### config.mk
export PLATFORM = sky130hd
export DESIGN_NAME = exp_result_collector
export DESIGN_NICKNAME = d
export VERILOG_FILES = /design/src/rtl/exp_result_collector.sv
export SDC_FILE = /design/constraint.sdc
export NUM_CORES = 1
export LEC_CHECK = 0
export BUFFER_PORTS_ARGS = -buffer_cell sky130_fd_sc_hd__buf_2
export CAP_MARGIN = 5
export CORE_ASPECT_RATIO = 0.5
export CORE_MARGIN = 2
export CORE_UTILIZATION = 57
export CTS_BUF_LIST = sky130_fd_sc_hd__clkbuf_8
export CTS_CLUSTER_DIAMETER = 40
export CTS_CLUSTER_SIZE = 12
export DETAILED_ROUTE_END_ITERATION = 12
export GPL_TIMING_DRIVEN = 0
export HOLD_SLACK_MARGIN = 0.03
export PLACE_DENSITY_LB_ADDON = 0.25
export SLEW_MARGIN = 40
export SYNTH_ARGS = -nofsm -noshare
export SYNTH_HDL_FRONTEND = slang
export SYNTH_SLANG_ARGS = --single-unit
### constraint.sdc
create_clock -name clk -period 14.8 [get_ports clk]
set_input_delay 2.96 -clock clk [delete_from_list [all_inputs] [get_ports clk]]
set_output_delay 2.96 -clock clk [all_outputs]
set_load 0.05 [all_outputs]
### src/rtl/exp_result_collector.sv
// Result collector for the exp/Taylor pipeline: buffers finished bundles in a FIFO with a valid/ready output port.
// Optional build macro SATURATE_OVF_EN: overflowed entries store y = all ones instead of the raw accumulator.
module exp_result_collector #(
   parameter int unsigned DEPTH  = 4,
   parameter logic [3:0]  LAST_N = 4'd15,
   parameter int unsigned CNT_W  = 16
) (
   input  logic                     clk,
   input  logic                     rst_n,
   input  logic                     in_valid,
   input  logic                     in_ovf,
   input  logic [7:0]               in_x,
   input  logic [31:0]              in_y,
   input  logic [3:0]               in_n,
   output logic                     in_ready,
   output logic                     out_valid,
   input  logic                     out_ready,
   output logic [7:0]               out_x,
   output logic [31:0]              out_y,
   output logic                     out_ovf,
   output logic [$clog2(DEPTH):0]   count,
   output logic [CNT_W-1:0]         result_cnt,
   output logic [CNT_W-1:0]         ovf_cnt,
   output logic [CNT_W-1:0]         reject_cnt
);

   localparam int unsigned AW = $clog2(DEPTH);
   localparam int unsigned CW = AW + 1;

   typedef struct packed {
      logic [7:0]  x;
      logic [31:0] y;
      logic        ovf;
   } entry_t;

   entry_t          mem [DEPTH];
   entry_t          wr_data;
   entry_t          head;
   logic [AW-1:0]   rd_ptr;
   logic [AW-1:0]   wr_ptr;
   logic            accept;
   logic            push;
   logic            reject;
   logic            pop;

   // Handshake depends only on registered occupancy, never on in_* or out_ready.
   assign in_ready  = (count != CW'(DEPTH));
   assign out_valid = (count != CW'(0));

   assign accept = in_valid & in_ready;
   assign push   = accept & (in_n == LAST_N);
   assign reject = accept & (in_n != LAST_N);
   assign pop    = out_valid & out_ready;

   always_comb begin
      wr_data.x   = in_x;
      wr_data.ovf = in_ovf;
`ifdef SATURATE_OVF_EN
      wr_data.y   = in_ovf ? 32'hFFFF_FFFF : in_y;
`else
      wr_data.y   = in_y;
`endif
   end

   assign head    = mem[rd_ptr];
   assign out_x   = head.x;
   assign out_y   = head.y;
   assign out_ovf = head.ovf;

   // Storage, pointers and occupancy; clearing the array makes the post-reset head read as zero.
   always_ff @(posedge clk) begin
      if (!rst_n) begin
         rd_ptr <= '0;
         wr_ptr <= '0;
         count  <= '0;
         for (int unsigned i = 0; i < DEPTH; i++) begin
            mem[i] <= '0;
         end
      end else begin
         if (push) begin
            mem[wr_ptr] <= wr_data;
            wr_ptr      <= wr_ptr + AW'(1);
         end
         if (pop) begin
            rd_ptr <= rd_ptr + AW'(1);
         end
         count <= count + CW'(push) - CW'(pop);
      end
   end

   // Saturating status counters.
   always_ff @(posedge clk) begin
      if (!rst_n) begin
         result_cnt <= '0;
         ovf_cnt    <= '0;
         reject_cnt <= '0;
      end else begin
         if (push && (result_cnt != '1)) begin
            result_cnt <= result_cnt + CNT_W'(1);
         end
         if (push && in_ovf && (ovf_cnt != '1)) begin
            ovf_cnt <= ovf_cnt + CNT_W'(1);
         end
         if (reject && (reject_cnt != '1)) begin
            reject_cnt <= reject_cnt + CNT_W'(1);
         end
      end
   end

endmodule

* Word level (Yosys, flattened, before mapping)
Memories as Yosys holds them, arrays and structs flattened. A register that Yosys moved wholly into a read port is not among the register bits.
Cells that the tools add are included.
** Storage, ports and cells
- Input port bits :: 49
- Bits in latches :: 0
- Memories :: 1
- Bits in read-only memories :: 0
- Register bits :: 55
- Logic and storage cells :: 39
- Bits in writable memories :: 164
- Output and inout port bits :: 94
** Operators by class
- Equality and inequality tests :: 6
- Shifts and indexed selects :: 0
- $mul :: 0
- Bitwise logic cells :: 4
- Div/mod/pow operators :: 0
- Magnitude comparators :: 0
- Reduce and logical (&&, ||, !) cells :: 6
- Add/sub/neg operators :: 7
- Multiplexer cells :: 9
** Memories
- mem :: words 4, bits a word 41, rd ports 1, clocked after memory_dff 1, write ports 4, line 36 : entry_t mem [DEPTH];
** Operators with widths (count)
- 16-bit by 1-bit adder with 16-bit output (second input constant) :: 3
- 16-bit inequality test (second input constant) :: 3
- 41-bit 2-to-1 mux :: 1
- 41-bit OR reduction :: 1
- 2-bit 2-to-1 mux :: 3
- 1-bit 2-to-1 mux :: 5
- 2-bit by 1-bit adder with 2-bit output (second input constant) :: 2
- 1-bit bitwise AND :: 4
- 4-bit == test (second input constant) :: 1
- 1-bit logical AND :: 4
- 4-bit inequality test (second input constant) :: 1
- 3-bit by 1-bit adder with 3-bit output :: 1
- 3-bit inequality test (second input constant) :: 1
- 3-bit nonzero test :: 1
- 3-bit by 1-bit subtractor with 3-bit output :: 1

* Depth between registers and ports, before layout
- Depth after elaboration :: 8
- Gate-level depth with buffers :: 12

* Least setup slack after synthesis
OpenSTA, ideal clock, no wires.
- Kind :: in2reg
- Start point :: input in_n[2]
- End point :: memory mem[1][0] in the netlist's numbering, enable pin
- Stages :: 5
- Data arrival time :: 6567 ps
- Path slack :: 7737 ps
- Setup time :: 496 ps
- Required time :: 14304 ps
- Cell sequence :: and4_1 -> and3_1 -> buf_2 -> inv_2 -> o21ai_0
** RTL lines
- from (decl) :: line 14 : input logic [3:0] in_n,
- to (decl) :: line 36

==> impl_metrics.ini <==
[run_status]
status = complete, no violations

[routing]
avgViaCountPerCell = 5.60
ant_nets = 0
num_vias = 6423
wl_per_cell_um = 18.2
drc = 0
first_pass_iters = 5
drt_first_iter_violations = 459
wl_um = 20900

[min_path]
hold_depth = 2
min_path_type = register to register

[critical_path]
crit_fanout = 10
endpoint = out_x[6]
critPathCaptureType = output pin
rrSetupSlack_ns = 12.03
critPathArrivalTime_ns = 2.36
cp.required_ns = 11.84
critPathLaunchType = register
r2r-end = count[2]
worstSetupPathType = register to output pin
timing.rr.start = count[2]
r2r_cells = 12

[synth]
synth_cell_types = 45
yosysWarnings = 0
syn-instance-count = 731
synth_edf_count = 164
synth_flop_cell = edfxtp_1
syn_area_um2 = 9780
avgSynthCellArea_um2 = 13.4
synthArstFlopShare_pct = 0
synth-seq-cells = 221
seq_area_frac_synth_pct = 62.0
synthesis.nets = 786

[sta]
skew_ns = 0.0307
finalCritPeriodShare_pct = 35.9
fmax_mhz = 188
timing_hold_violations_final = 0
fin_crit_ns = 5.32
max-slew-margin-rel_pct = 38.8
hold-worst-slack_ns = 0.498
setup_viol = 0
drv_slew = 0
tightest_slew_ns = 0.910
setup_tns_ns = 0
rsz0062_at_grt = false
setup_slack_ns = 9.48

[grt]
grtUsageMet3_pct = 5.26
grt_max_degree = 35
use_met2_pct = 38.0
grt.met1_usage_pct = 32.5
grt-ovfl-total = 0
top_usage_layer = met2
track_usage_pct = 23.3
grt_pass1_wl_um = 33500
antenna_found_initial = 0
grt_pass1_vias = 6474

[placed_design]
gp_congestion = 0.822
place_ws_ns = 9.39
placed_cell_area_um2 = 11000
post-dp-hpwl_um = 14200
numPortBuffers = 141

[pwr]
power_density_nw_per_um2 = 128
cellLeakagePower_nw = 4.44
ir_drop_uv = 84.2

[clock_network]
root_buffer = clkbuf_8
hold_buffers = 0
cts_resized = 0
postCtsSetupBuffers = 0
numCtsBuffers = 22
cts.clk_slew.worst_paths_ns = 0.09
clock_path_buffers = 3
ctsHtreeMaxLevel = 1
clkLatencyLatePin_ns = 0.54
cts_tree = done
cts.sinks = 221

[die]
rows = 33
die_y_um = 96.6
die_area_um2 = 18300
die_w_um = 189
ios = 143
coreArea_um2 = 16600
start_util_pct = 59.0

[finish]
fin_util_pct = 68.5
area_delta_synth_final_pct = 16.0
stdcell_area_um2 = 11300
finish.net_count = 959
antenna_cells = 0
drive_gt1_share_pct = 25.2

[job]
cap_violations = 0
## power by group
part           internal (mW)  switching (mW)
logic                  0.130           0.275
registers              0.688          0.0120
clock network          0.145           0.204
total                  0.963           0.491
## cells in the final DEF (no fill, tap or decap), drive strengths merged, types with 9 or more instances in the layout
cell	n
nor2	48
nand2	23
nand4	16
nor4	11
nand3	20
and3	45
nor3	18
mux4	41
edfxtp	164
a21oi	10
and2	129
xnor2	35
inv	25
dfxtp	57
o21ai	9
buf	161
clkbuf	54
## how the worst min path moves through the flow
stage                endpoint  slack, ns      startpoint
3_3_place_gp   result_cnt[11]       0.49  result_cnt[11]
4_1_cts        result_cnt[11]       0.50  result_cnt[11]
2_1_floorplan        register       0.48       rd_ptr[1]
5_1_grt           ovf_cnt[13]       0.55     ovf_cnt[13]
6_report       result_cnt[11]       0.50  result_cnt[11]
3_5_place_dp   result_cnt[11]       0.48  result_cnt[11]
## worst max-delay path: stages, from the launching register on
cell and delay [ns]:
dfxtp_1 0.31, clkbuf_1 0.30, buf_2 0.42, mux4_2 0.58
buf_2 0.23
## cells in the mapped netlist (2+ instances only)
cell | n | share of area, %
ha_1 | 5 | 0.64
nor3b_1 | 2 | 0.15
buf_1 | 5 | 0.19
nand2_1 | 23 | 0.88
nor4_1 | 10 | 0.64
nand2b_1 | 4 | 0.26
a21oi_1 | 10 | 0.51
o211ai_1 | 3 | 0.23
dfxtp_1 | 57 | 12
and4_1 | 6 | 0.54
mux4_2 | 41 | 9.4
xnor2_1 | 35 | 3.1
or4_1 | 5 | 0.38
edfxtp_1 | 164 | 50
and2_1 | 129 | 8.3
nand3_1 | 20 | 1.0
nor4b_1 | 3 | 0.27
nand4_1 | 15 | 0.96
a211oi_1 | 2 | 0.15
buf_2 | 6 | 0.31
o21a_1 | 2 | 0.15
a21o_1 | 2 | 0.15
clkbuf_1 | 31 | 1.2
and3_1 | 45 | 2.9
nor2_1 | 48 | 1.8
inv_1 | 9 | 0.35
nor3_1 | 17 | 0.87
xor2_1 | 3 | 0.27
or3_1 | 5 | 0.32
o21ai_0 | 9 | 0.46
## layout make-up
| class | instances | area [µm²] |
|---|---|---|
| multi-input cells | 456 | 3530 |
| clock inverters | 16 | 66.3 |
| clock buffers | 23 | 317 |
| fillers | 1204 | 5220 |
| repair buffers | 149 | 856 |
| plain buffers | 43 | 176 |
| well taps | 227 | 284 |
| inverters | 11 | 41.3 |
| flip-flops and latches | 221 | 6070 |
## registers in the layout (all words and copies together), names as in the netlist, named ones only
register,count
count,3
mem,164
ovf_cnt,16
rd_ptr,2
reject_cnt,16
result_cnt,16
wr_ptr,2
## cells by family (layout without fill, tap and decap cells)
logic type	Yosys count	after routing	synth area share [%]
buffers and inverters	54	242	2.23
DFF	221	221	62.0
and+or+nand+nor	339	339	20.1
muxes	41	41	9.44
AOI/OAI and AO/OA	32	32	1.98
xor gates and xnor gates	38	38	3.40
adders and majority gates	6	6	0.845
## per-layer routing
metal  part of all wire [%]  up-vias
li1                       -     3037
met1                     43     3140
met2                     48      217
met3                    7.5       29
met4                    1.3        0
met5                      0        -
## per-stage QoR
step	instances	power [mW]
floorplan	731	1.03
global placement	1099	1.12
detailed placement	1107	1.12
CTS	1146	1.46
global route	1146	1.51
finish	1146	1.45
Power figures use the tool's default switching activity.
